**src/rtl/flow_ctrl.sv**
```systemverilog
// Pipeline flow controller for the 5-stage core: D-cache freezes, I-cache miss
// holds, load-use bubbles and EX redirects, plus a miss watchdog and stall counter.
module flow_ctrl #(
  parameter int MISS_TIMEOUT = 1024,
  parameter int CNT_W        = 32
) (
  input  logic             clk,
  input  logic             rst_n,
  input  logic             ex_branch_taken_i,
  input  logic             ex_jump_i,
  input  logic [31:0]      ex_target_i,
  input  logic             ex_is_load_i,
  input  logic [4:0]       ex_rd_i,
  input  logic [4:0]       id_rs1_i,
  input  logic [4:0]       id_rs2_i,
  input  logic             id_rs1_used_i,
  input  logic             id_rs2_used_i,
  input  logic             mem_dc_miss_i,
  input  logic             dc_refill_done_i,
  input  logic             ic_miss_i,
  input  logic             ic_refill_done_i,
  output logic             fc_hold_pc_o,
  output logic             fc_hold_if_id_o,
  output logic             fc_hold_id_ex_o,
  output logic             fc_hold_ex_mem_o,
  output logic             fc_bubble_id_ex_o,
  output logic             fc_flush_btype_flag_o,
  output logic             fc_flush_jtype_flag_o,
  output logic [31:0]      fc_redirect_pc_o,
  output logic             fc_ic_cancel_o,
  output logic             fc_err_o,
  output logic [CNT_W-1:0] fc_stall_cnt_o,
  output logic [1:0]       fc_state_o
);

  typedef enum logic [1:0] {
    RUN   = 2'd0,
    DMISS = 2'd1,
    IMISS = 2'd2
  } state_t;

  localparam int WD_W = $clog2(MISS_TIMEOUT + 1);
  localparam logic [WD_W-1:0] WD_MAX = WD_W'(MISS_TIMEOUT);

  state_t          state;
  state_t          state_nxt;
  logic [WD_W-1:0] wd_cnt;
  logic            redirect;
  logic            load_use;
  logic            any_hold;

  assign redirect = ex_branch_taken_i || ex_jump_i;
  assign load_use = ex_is_load_i && (ex_rd_i != 5'd0) &&
                    ((id_rs1_used_i && (id_rs1_i == ex_rd_i)) ||
                     (id_rs2_used_i && (id_rs2_i == ex_rd_i)));
  assign any_hold = fc_hold_pc_o || fc_hold_if_id_o || fc_hold_id_ex_o || fc_hold_ex_mem_o;
  assign fc_state_o = state;

  // Controls are gated by rst_n so the pipeline sees all-zero while reset is held.
  always_comb begin
    state_nxt             = state;
    fc_hold_pc_o          = 1'b0;
    fc_hold_if_id_o       = 1'b0;
    fc_hold_id_ex_o       = 1'b0;
    fc_hold_ex_mem_o      = 1'b0;
    fc_bubble_id_ex_o     = 1'b0;
    fc_flush_btype_flag_o = 1'b0;
    fc_flush_jtype_flag_o = 1'b0;
    fc_redirect_pc_o      = 32'h0;
    fc_ic_cancel_o        = 1'b0;
    if (rst_n) begin
      case (state)
        RUN: begin
          if (mem_dc_miss_i) begin
            // EX is frozen, so any pending redirect is re-presented after the refill.
            {fc_hold_pc_o, fc_hold_if_id_o, fc_hold_id_ex_o, fc_hold_ex_mem_o} = 4'b1111;
            state_nxt = DMISS;
          end else if (redirect) begin
            fc_flush_btype_flag_o = ex_branch_taken_i;
            fc_flush_jtype_flag_o = !ex_branch_taken_i;
            fc_redirect_pc_o      = ex_target_i;
            fc_ic_cancel_o        = ic_miss_i;
          end else if (load_use) begin
            fc_hold_pc_o      = 1'b1;
            fc_hold_if_id_o   = 1'b1;
            fc_bubble_id_ex_o = 1'b1;
          end else if (ic_miss_i) begin
            fc_hold_pc_o = 1'b1;
            state_nxt    = IMISS;
          end
        end
        DMISS: begin
          {fc_hold_pc_o, fc_hold_if_id_o, fc_hold_id_ex_o, fc_hold_ex_mem_o} = 4'b1111;
          if (dc_refill_done_i) state_nxt = RUN;
        end
        IMISS: begin
          if (mem_dc_miss_i) begin
            {fc_hold_pc_o, fc_hold_if_id_o, fc_hold_id_ex_o, fc_hold_ex_mem_o} = 4'b1111;
            state_nxt = DMISS;
          end else if (redirect) begin
            fc_flush_btype_flag_o = ex_branch_taken_i;
            fc_flush_jtype_flag_o = !ex_branch_taken_i;
            fc_redirect_pc_o      = ex_target_i;
            fc_ic_cancel_o        = 1'b1;
            state_nxt             = RUN;
          end else begin
            fc_hold_pc_o = 1'b1;
            if (load_use) begin
              fc_hold_if_id_o   = 1'b1;
              fc_bubble_id_ex_o = 1'b1;
            end
            if (ic_refill_done_i) state_nxt = RUN;
          end
        end
        default: state_nxt = RUN;
      endcase
    end
  end

  always_ff @(posedge clk or negedge rst_n) begin
    if (!rst_n) begin
      state          <= RUN;
      wd_cnt         <= '0;
      fc_err_o       <= 1'b0;
      fc_stall_cnt_o <= '0;
    end else begin
      state <= state_nxt;
      if (state == RUN) begin
        wd_cnt <= '0;
      end else begin
        if (wd_cnt != WD_MAX) wd_cnt <= wd_cnt + 1'b1;
        if (wd_cnt + 1'b1 == WD_MAX) fc_err_o <= 1'b1;
      end
      if (any_hold && (fc_stall_cnt_o != '1)) fc_stall_cnt_o <= fc_stall_cnt_o + 1'b1;
    end
  end

endmodule

```
**config.mk**
```make
export PLATFORM = sky130hd
export DESIGN_NAME = flow_ctrl
export DESIGN_NICKNAME = d
export VERILOG_FILES = /design/src/rtl/flow_ctrl.sv
export SDC_FILE = /design/constraint.sdc
export NUM_CORES = 1
export LEC_CHECK = 0
export CORE_ASPECT_RATIO = 1.1
export CORE_MARGIN = 1.5
export CORE_UTILIZATION = 42
export CTS_CLUSTER_SIZE = 14
export DETAILED_ROUTE_END_ITERATION = 6
export PLACE_DENSITY = 0.81
export SLEW_MARGIN = 40
export SYNTH_ARGS = -nofsm -noshare
export SYNTH_HDL_FRONTEND = slang
export SYNTH_SLANG_ARGS = --single-unit
```
**constraint.sdc**
```tcl
create_clock -name clk -period 2.9 [get_ports clk]
set_input_delay 0.725 -clock clk [delete_from_list [all_inputs] [get_ports clk]]
set_output_delay 0.725 -clock clk [all_outputs]
set_load 0.03 [all_outputs]
```
Word-level counts from Yosys, hierarchy flattened:

Cells that the tools add are included.

* word-level logic and storage cells: 84
* register bits: 46
* bits of input ports: 58

* equality and inequality tests: 12
* bitwise operators: 1
* reduce and logical (&&, ||, !) cells: 17
* add/subtract/negate cells: 2
* mux-type cells: 48

Operator list (count)
* 2-to-1 mux 32 bit: 4
* adder 32 x 1 -> 32 bit, second input constant: 1
* != test 32 bit, second input constant: 1
* 2-to-1 mux 1 bit: 29
* 2-to-1 mux 11 bit: 2
* 2-to-1 mux 2 bit: 8
* adder 11 x 1 -> 11 bit, second input constant: 1
* equality test 11 bit, second input constant: 1
* != test 11 bit, second input constant: 1
* equality test 5 bit: 2
* != test 3 bit, second input constant: 3
* one-hot mux 1 bit (2 select lines): 3
* one-hot mux 2 bit (3 select lines): 1
* AND reduction 6 bit: 1
* logical AND 1 bit: 5
* logical OR 1 bit: 5
* nonzero test 5 bit: 1
* != test 4 bit, second input constant: 1
* one-hot mux 1 bit (3 select lines): 1
* equality test 2 x 1 -> 1 bit, second input constant: 1
* equality test 2 bit, second input constant: 1
* zero test 2 bit: 1
* != test 2 bit, second input constant: 1
* AND reduction 2 bit: 1
* other kinds (4): 4

Logic depth before layout (Yosys ltp):

Gate-level depths: netlist (run 1).

* depth in word-level cells: 13
* gate-level depth with buffers: 8
* mapped depth without buffers: 7

Worst setup path after synthesis (run 1):

No wires, ideal clock.

* kind: input to output
* from: input port ex_rd_i[1]
* to: output port fc_hold_if_id_o
* data arrival time: 2.017 ns
* cell stages on the path: 6
* slack: 0.158 ns
* data required time: 2.175 ns
* cell sequence: xnor2_1 nand4_1 o22ai_1 nor2b_1 nand2_1 a21oi_1

* longest elaborated chain between the ends: 9
* elaborated cells between the ends (all ways): 13

RTL lines
* start, declared: RTL line 13 `input logic [4:0] ex_rd_i,`
* equality test 5 bit (on tied branches): RTL line 54, 55
* logical AND 1 bit (on tied branches): RTL line 54, 55
* logical OR 1 bit: RTL line 54 `((id_rs1_used_i && (id_rs1_i == ex_rd_i)) ||`
* logical AND 1 bit (*): RTL line 53 `assign load_use = ex_is_load_i && (ex_rd_i != 5'd0) &&`
* 2-to-1 mux 1 bit (*): RTL line 83, 108
* 2-to-1 mux 1 bit (*): RTL line 78 `end else if (redirect) begin`
* 2-to-1 mux 1 bit (*): RTL line 97 `if (mem_dc_miss_i) begin`
* one-hot mux 1 bit (2 select lines) (*): RTL line 72 `case (state)`
* 2-to-1 mux 1 bit (*): RTL line 71 `if (rst_n) begin`
* end, declared: RTL line 23 `output logic fc_hold_if_id_o,`

Every way passes the cells marked *; elsewhere a longest branch is shown, timed or not.

Worst setup path in the final report (run 1):

* from: input port ex_rd_i[3]
* to: output port fc_hold_pc_o

* longest elaborated chain between the ends: 9
* elaborated cells between the ends (all ways): 13

RTL lines
* equality test 5 bit (on tied branches): RTL line 54, 55
* logical AND 1 bit (on tied branches): RTL line 54, 55
* logical OR 1 bit: RTL line 54
* logical AND 1 bit (*): RTL line 53
* 2-to-1 mux 1 bit (*): RTL line 83 `end else if (load_use) begin`
* 2-to-1 mux 1 bit (*): RTL line 78
* 2-to-1 mux 1 bit (*): RTL line 74 `if (mem_dc_miss_i) begin`
* one-hot mux 1 bit (3 select lines) (*): RTL line 72
* 2-to-1 mux 1 bit (*): RTL line 71
* end, declared: RTL line 22 `output logic fc_hold_pc_o,`

Marked as above.

==> impl_metrics.env, run 1 <==
export IMPL_die_h_um=89.1
export IMPL_crit_path_start_kind="input port"
export IMPL_dp_hpwl_mm=6.28
export IMPL_finalCritPeriodShare_pct=98.2
export IMPL_clk_pin_slew_ns=0.08
export IMPL_r2r_end="fc_stall_cnt_o[2]"
export IMPL_final_max_slew_viol_count=0
export IMPL_use_met3_pct=4.49
export IMPL_dr_pass1_iters=4
export IMPL_synth_edf_count=0
export IMPL_drt_wirelength_per_cell_um=15.7
export IMPL_fmax_mhz=351
export IMPL_syn_to_final_growth_pct=65.3
export IMPL_p_per_area_mw_per_mm2=387
export IMPL_fin_nets=523
export IMPL_fin_crit_ns=2.85
export IMPL_overflow=0
export IMPL_holdCritStartpoint="fc_err_o"
export IMPL_drt_initial_drc_count=148
export IMPL_crit_required_ns=2.17
export IMPL_cts_sinks=46
export IMPL_clock_path_buffers=2
export IMPL_r2r_cells=6
export IMPL_routed_wl_mm=8.57
export IMPL_grt_use_met1_pct=27.0
export IMPL_die_w_um=81.3
export IMPL_tightest_slew_ns=0.705
export IMPL_worstHoldEndpoint="fc_err_o"
export IMPL_setup_violations=0
export IMPL_rsz0062_at_grt="no"
export IMPL_ant_nets=0
export IMPL_busiest_layer="met2"
export IMPL_hold_slack_ns=0.489
export IMPL_grt_max_degree=50
export IMPL_finalPower_mw=1.81
export IMPL_io_pins=133
export IMPL_timing_rr_start="fc_stall_cnt_o[0]"
export IMPL_synth_area_mm2=0.00283
export IMPL_grt_pass1_vias=2940
export IMPL_crit_type="in -> out"
export IMPL_antenna_found_initial=1
export IMPL_vias=2911
export IMPL_status="finished clean"
export IMPL_synth_nets=368
export IMPL_endpoint_kind="output port"
export IMPL_ir_worst_vdd_uv=278
export IMPL_cts_root_buf="clkbuf_8"
export IMPL_final_hold_violation_count=0
export IMPL_core_area_mm2=0.00656
export IMPL_hold_path_depth=1
export IMPL_max_cap_viol_count=0
export IMPL_met2_usage_pct=43.1
export IMPL_seq_area_frac_synth_pct=40.7
export IMPL_viasPerCell=5.34
export IMPL_cts_made_buffers=5
export IMPL_synth_seq_cells=46
export IMPL_synth_warning_count=0
export IMPL_io_buffers=132
export IMPL_grt_total_usage_pct=23.9
export IMPL_syn_avg_cell_area_um2=9.25
export IMPL_clock_skew_ns=0.00703
export IMPL_synth_cell_types=43
export IMPL_rrSetupSlack_ns=0.52
export IMPL_dieArea_mm2=0.00724
export IMPL_worstSkewPairLatency_ns=0.30
export IMPL_gp_congestion=0.852
export IMPL_worstPathMaxFanout=2
export IMPL_start_util_pct=43.2
export IMPL_rows=31
export IMPL_async_flop_share_pct=100
export IMPL_grt_pass1_wl_mm=13.4
export IMPL_place_inst=528
export IMPL_htree_levels=2
export IMPL_drive_gt1_share_pct=26.0
export IMPL_synth_top_flop_cell="dfrtp_1"
export IMPL_holdCritPathClass="reg -> reg"
export IMPL_worstPathArrival_ns=2.12
export IMPL_utilization_pct=71.4
export IMPL_leakage_nw=2.22
export IMPL_slew_headroom_pct=52.7
export IMPL_hold_buffers=0
export IMPL_finalSetupTns_ns=0
export IMPL_synthCells=306
export IMPL_drc=0
export IMPL_fin_cells=545
export IMPL_cts_tree="done"
[worst max-delay path, cell delays in order]
cell and delay (ns):
clkdlybuf4s15_1 0.20, or4_4 0.50, o21ai_4 0.22, nor4_4 0.08
a21oi_4 0.17, inv_2 0.08, buf_6 0.14
[cells by family (layout without fill, tap and decap cells)]
kind of cell             Yosys count  in the layout  share of synthesized area [%]
other                              0              1                              0
adder cells (fa/ha/maj)            4              4                           1.77
flip-flops                        46             46                           40.7
AND/OR/NAND/NOR                  171            171                           34.3
AO/OA/AOI/OAI                     15             15                           3.58
buffers and inverters             17            173                           3.18
multiplexers                       2              2                          0.751
XOR/XNOR                          51             51                           15.8
[through the flow]
stage                     setup WS (ns)  area, um^2
after detailed placement         -0.695        4250
after global routing            0.00182        4680
after floorplan                   0.158        2830
after global placement           -0.640        4250
after CTS                       0.00182        4450
final                            0.0533        4680
[how the worst max path moves through the flow]
stage / start / end / slack (ns) / cells after the start
5_1_grt: ex_rd_i[0] / fc_hold_if_id_o / 0.002 / 8
4_1_cts: mem_dc_miss_i / fc_redirect_pc_o[19] / 0.002 / 8
3_5_place_dp: ex_rd_i[1] / fc_hold_pc_o / -0.69 / 7
6_report: ex_rd_i[3] / fc_hold_pc_o / 0.05 / 7
3_3_place_gp: ex_rd_i[1] / fc_hold_pc_o / -0.64 / 7
2_1_floorplan: ex_rd_i[1] / fc_hold_if_id_o / 0.16 / 6
[synthesized netlist by cell type (2+ instances only)]
master     n  share of area [%]
dfrtp_1   46                 41
and2_1    32                7.1
xor2_1    30                9.3
nor2_1    29                3.8
nand2_1   26                3.4
xnor2_1   21                6.5
nand3_1   17                3.0
nand4_1   17                3.8
nor3_1    15                2.7
and3_1     8                1.8
nor4_1     7                1.5
clkbuf_1   5               0.66
buf_4      4                1.1
ha_1       4                1.8
o21ai_0    4               0.71
buf_2      3               0.53
inv_1      3               0.40
nor3b_2    3                1.3
a21oi_1    2               0.35
a31oi_1    2               0.44
nand3b_1   2               0.53
nor3b_1    2               0.53
nor4b_1    2               0.62
o21ai_1    2               0.35
or4_1      2               0.53
[power by group]
group	total (mW)	switching, mW	leakage (nW)	internal (mW)
Clock	0.405	0.212	0.0482	0.193
Sequential	0.765	0.0740	0.624	0.691
Combinational	0.640	0.336	1.54	0.304
[sequential cells by signal (all words and copies together), names as in the netlist]
name,count
wd_cnt,11
fc_state_o,2
fc_stall_cnt_o,32
fc_err_o,1
[layer usage]
layer	share of wire (%)	vias to the layer above
met5	0	-
met4	4.1	0
met3	5.3	27
met2	54	126
met1	37	1398
li1	-	1360
[area by class of cell]
cell class | instances | area, um^2
fill | 505 | 1880
multi-input combinational | 243 | 1740
timing repair buffer | 161 | 1580
sequential | 46 | 1150
tap | 82 | 103
clock buffer | 7 | 86.3
inverter | 4 | 15.0
clock inverter | 1 | 5.00
antenna | 1 | 2.50
[placed cells by master (no fill, tap or decap), types with 6 or more instances in the layout]
master and count:
clkbuf_8 6, xnor2_1 16, and2_4 15, buf_4 40, nor2_1 27, buf_6 26, and2_1 17, dlygate4sd2_1 6
clkdlybuf4s50_1 73, nor4_1 7, dlymetal6s2s_1 8, nor3_1 15, nand4_1 17, xor2_1 30, and3_1 8, nand2_1 24
nand3_1 17, dfrtp_1 46
[what timing repair did]
action | CTS | global route
cloned | 0 | 3
pin swaps | 9 | 14
setup endpoints to repair | 36 | 37
resized for setup | 40 | 51
setup buffers | 2 | 3
hold endpoints to repair | 0 | 0
No activity file was read; power rests on OpenSTA's default activity.
==> inputs of run 2 (changes only) <==
ABC_CLOCK_PERIOD_IN_PS = 2550   (was not set)
CORE_UTILIZATION = 38   (was 42)
PLACE_DENSITY = 0.77   (was 0.81)
clock period = 2.55 ns   (was 2.9 ns; I/O delays follow)
==> run 2 against run 1 <==
Compared with the run above:
- the flow now finishes with violations (design-rule violations, negative setup slack)
- non-clock buffer count up 4
- die area rose by 10%
- first-iteration DRC count shrank 22%
- wire length is 2.1% higher
- critical endpoint unchanged
- sequential share of layout area is 0.73 points lower
- utilization shrank 3.7 points
- final cell count is 1.1% higher
- hold slack worse by 0.0093 ns
- largest cell class unchanged
- worst setup slack got worse by 0.079 ns
- cell area grew 3.1%
- global-route usage is 2.1 points lower
- clock skew increased by 0.0067 ns
==> impl_metrics.env, run 2 (synthesis results as in run 1) <==
export IMPL_cts_tree="done"
export IMPL_drc=3
export IMPL_core_area_mm2=0.00713
export IMPL_rrSetupSlack_ns=0.22
export IMPL_fin_cells=551
export IMPL_viasPerCell=5.23
export IMPL_status="complete, but fails checks"
export IMPL_rows=32
export IMPL_start_util_pct=39.7
export IMPL_p_per_area_mw_per_mm2=452
export IMPL_top_register="fc_stall_cnt_o"
export IMPL_design_area_mm2=0.00482
export IMPL_fin_nets=527
export IMPL_dieArea_mm2=0.00798
export IMPL_antennaDiodeCount=0
export IMPL_postPlaceCellArea_mm2=0.00432
export IMPL_finalPower_mw=2.18
export IMPL_htree_levels=2
export IMPL_drive_gt1_share_pct=30.0
export IMPL_grt_pass1_wl_mm=13.7
export IMPL_violations="design-rule violations, negative setup slack"
export IMPL_cts_root_buf="clkbuf_8"
export IMPL_final_hold_violation_count=0
export IMPL_grt_pass1_vias=2859
export IMPL_cts_made_buffers=5
export IMPL_fin_crit_ns=2.58
export IMPL_tightest_slew_ns=0.644
export IMPL_final_cell_mix="clkdlybuf4s50_1 (72), dfrtp_1 (46), buf_6 (41)"
export IMPL_setup_ws_ns=-0.0259
export IMPL_die_h_um=93.5
export IMPL_io_buffers=132
export IMPL_dp_hpwl_mm=6.25
export IMPL_rsz0062_at_grt="yes"
export IMPL_ant_nets=0
export IMPL_overflow=0
export IMPL_r2r_cells=7
export IMPL_worstSkewPairLatency_ns=0.31
export IMPL_place_inst=533
export IMPL_clock_path_buffers=2
export IMPL_worstPathArrival_ns=1.94
export IMPL_clk_pin_slew_ns=0.09
export IMPL_drt_wirelength_per_cell_um=15.9
export IMPL_crit_required_ns=1.91
export IMPL_cts_sinks=46
export IMPL_ir_worst_vdd_uv=303
export IMPL_leakage_nw=2.23
export IMPL_timing_rr_start="fc_stall_cnt_o[0]"
export IMPL_drt_initial_drc_count=116
export IMPL_antenna_found_initial=0
export IMPL_post_place_ws_ns=-0.856
export IMPL_crit_type="in -> out"
export IMPL_finalCritPeriodShare_pct=101
export IMPL_syn_to_final_growth_pct=70.3
export IMPL_gp_congestion=0.876
export IMPL_slew_headroom_pct=56.8
export IMPL_grt_total_usage_pct=21.8
export IMPL_grt_max_degree=50
export IMPL_clock_skew_ns=0.0138
export IMPL_dr_pass1_iters=7
export IMPL_crit_path_start_kind="input port"
export IMPL_worstHoldEndpoint="fc_err_o"
export IMPL_holdCritPathClass="reg -> reg"
export IMPL_final_max_slew_viol_count=0
export IMPL_final_common_cell="clkdlybuf4s50_1"
export IMPL_io_pins=133
export IMPL_largest_reg_flops=32
export IMPL_setup_violations=2
export IMPL_r2r_end="fc_stall_cnt_o[1]"
export IMPL_routed_wl_mm=8.75
export IMPL_holdCritStartpoint="fc_err_o"
export IMPL_max_cap_viol_count=0
export IMPL_worstPathMaxFanout=2
export IMPL_hold_path_depth=1
export IMPL_vias=2879
export IMPL_endpoint_kind="output port"
export IMPL_fmax_mhz=388
export IMPL_die_w_um=85.3
==> run 2: cell types whose count changed in the layout (fill, tap and decap cells not counted), moves of 2 or more <==
| cell | before | now |
|---|---|---|
| buf_6 | 26 | 41 |
| buf_4 | 40 | 29 |
| dlymetal6s2s_1 | 8 | 1 |
| and2_1 | 17 | 11 |
| and2_4 | 15 | 21 |
| buf_12 | 1 | 5 |
| clkbuf_16 | 2 | 0 |
| clkbuf_2 | 3 | 5 |
| clkdlybuf4s15_1 | 1 | 3 |
==> run 2: worst max path at each step <==
| stage | cells past startpoint | start | end |
|---|---|---|---|
| floorplan | 6 | ex_rd_i[1] | fc_bubble_id_ex_o |
| global placement | 7 | ex_rd_i[1] | fc_hold_pc_o |
| detailed placement | 7 | ex_rd_i[1] | fc_hold_pc_o |
| CTS | 7 | ex_rd_i[4] | fc_hold_pc_o |
| global route | 9 | ex_rd_i[1] | fc_hold_if_id_o |
| finish | 7 | ex_rd_i[4] | fc_hold_pc_o |
==> run 2: worst max-delay path, stage by stage <==
cell	delay [ns]
buf_6	0.09
or4_4	0.54
o21ai_4	0.19
nor4_4	0.06
a21oi_4	0.21
inv_2	0.06
buf_6	0.14
==> run 2: layout make-up <==
cell class / instances / area [um^2]
flip-flops and latches: 46 / 1150
clock inverters: 3 / 43.8
well taps: 85 / 106
fillers: 582 / 2300
repair buffers: 165 / 1670
inverters: 4 / 15.0
clock buffers: 5 / 68.8
multi-input cells: 243 / 1770
==> run 2: metrics by stage <==
step	utilization, %	hold WS [ns]	setup TNS, ns
CTS	67.1	0.493	-0.0385
global placement	60.6	0.470	-16.03
finish	67.7	0.479	-0.0500
global route	67.7	0.512	-0.182
detailed placement	60.6	0.463	-19.27
floorplan	-	0.342	0
==> run 2: power breakdown <==
group          total (mW)  switching [mW]  internal [mW]
sequential          0.873          0.0873          0.786
combinational       0.752           0.389          0.363
clock               0.554           0.260          0.294
total                2.18           0.737           1.44
==> run 2: what timing repair did <==
action | CTS | global route
resized for setup | 112 | 28
gates cloned | 2 | 0
setup buffers | 8 | 2
hold buffers | 0 | 0
setup endpoints to repair | 39 | 28
pin swaps | 19 | 13
==> run 2: layer usage <==
metal | track usage [%] | up-vias | share of wire [%]
met5 | 0 | - | 0
met3 | 4.50 | 15 | 6.9
met4 | 7.80 | 0 | 2.0
li1 | - | 1364 | -
met2 | 39.5 | 134 | 53
met1 | 25.3 | 1366 | 38
==> RTL change (flow settings as in run 1) <==
The parameter `MISS_TIMEOUT` goes from 1024 to 2048.
--- a/src/rtl/flow_ctrl.sv
+++ b/src/rtl/flow_ctrl.sv
@@ -1,7 +1,7 @@
 // Pipeline flow controller for the 5-stage core: D-cache freezes, I-cache miss
 // holds, load-use bubbles and EX redirects, plus a miss watchdog and stall counter.
 module flow_ctrl #(
-  parameter int MISS_TIMEOUT = 1024,
+  parameter int MISS_TIMEOUT = 2048,
   parameter int CNT_W        = 32
 ) (
   input  logic             clk,
Formal check against the unedited RTL: no difference found for any inputs over 10 cycles, from zero or initial values and one cycle with rst_n low; that may be too few to reach the edited logic, so the function may still have changed.
==> RTL change against run 1 <==
- count of clock-buffer cells in the layout is the same
- first-iteration DRC count shrank 40%
- total power grew 0.33%
- clock skew grew 0.0075 ns
- sequential cell count grew 1
- maximum frequency shrank 0.91%
- final area shrank 7.2%
- highest routed layer unchanged
- sequential power grew 2%
- largest cell class unchanged
- cell count shrank 2.6%
- utilization shrank 2.6 points
- worst setup slack lost 0.026 ns
- synthesized area shrank 1.5%
- routed wire length shrank 14%
- clock power grew 9.4%
==> RTL change: results (changes against run 1) <==
* Outcome: complete, no violations
* 1st-iter DRT viols at 89 (-40%)
* Worst path slowest cell: or4_1
* Reg2reg path depth at 10 (+4)
* Synth cell types at 41 (-4.7%)
* Max IR drop VDD at 0.254 mV (-8.9%)
* Post-synth top cells: dfrtp_1 (47), nand2_1 (36), and2_1 (32)
* Largest stage delay, worst path at 0.55 ns (+0.05 ns)
* Clk power at 0.443 mW (+9.4%)
* Met1 usage at 27.5% (+0.45 points)
* Placed cell area at 4180 µm² (-1.6%)
* Tightest Hold Check Type: primary input to async pin
* Compound-Gate Fraction of Synth Area at 5.16% (+1.6 points)
* Placed cells at 522 (-1.1%)
* Synth Area in XOR/XNOR at 16.3% (+0.55 points)
* Static Leak at 1.99 nW (-10%)
* Vias at 2655 (-8.8%)
* Slew headroom at 67.3% (+15 points)
* Syn nets at 367 (-0.27%)
* Routability cong. at 0.791 (-7.2%)
* Mux contribution to synthesized area at 0.404% (-0.35 points)
* Tcrit/Tclk final at 99.1% (+0.90 points)
* Pre-CTS setup slack at -0.374 ns (+0.321 ns)
* Synth area leaders: dfrtp_1 (42%), xnor2_1 (9.1%), xor2_1 (7.2%)
* Worst reg-to-reg setup slack at 0.34 ns (-0.18 ns)
* Share of layout cells above drive strength 1 at 19.1% (-6.9 points)
* # diodes at 0 (-1)
* Post-CTS Setup Inserts at 0 (-2)
* Met3 WL post-DR at 390 µm (-14%)
* Grt met3 use at 5.26% (+0.77 points)
* Routed wire length at 7360 µm (-14%)
* WL met2 at 3870 µm (-16%)
* R2r endpoint: fc_stall_cnt_o[3]
* Synth Instances at 305 (-0.33%)
* Crit Path Max Fanout at 4 (+2)
-- RTL change: changes by cell type in the layout (fill, tap and decap cells not counted), sizes merged, moves of 6 or more --
cell and change:
nand2 +10, xor2 -7, dlymetal6s2s -6, buf -10, xnor2 +8, nand4 -8
-- RTL change: final cells by class --
class | instances | area (µm²)
multi-input cells | 239 | 1560
clock buffers | 7 | 96.3
inverters | 8 | 30.0
clock inverters | 1 | 7.51
flip-flops and latches | 47 | 1180
repair buffers | 149 | 1370
fillers | 540 | 1970
well taps | 80 | 100
-- RTL change: how the worst max path moves through the flow --
stage / startpoint / endpoint / cells after the start
after floorplan: mem_dc_miss_i / fc_redirect_pc_o[22] / 5
after global placement: ex_rd_i[1] / fc_hold_pc_o / 8
after detailed placement: ex_rd_i[1] / fc_hold_pc_o / 8
after CTS: id_rs2_i[1] / fc_hold_pc_o / 8
after global routing: ex_rd_i[2] / fc_hold_pc_o / 8
final: ex_rd_i[2] / fc_hold_pc_o / 8
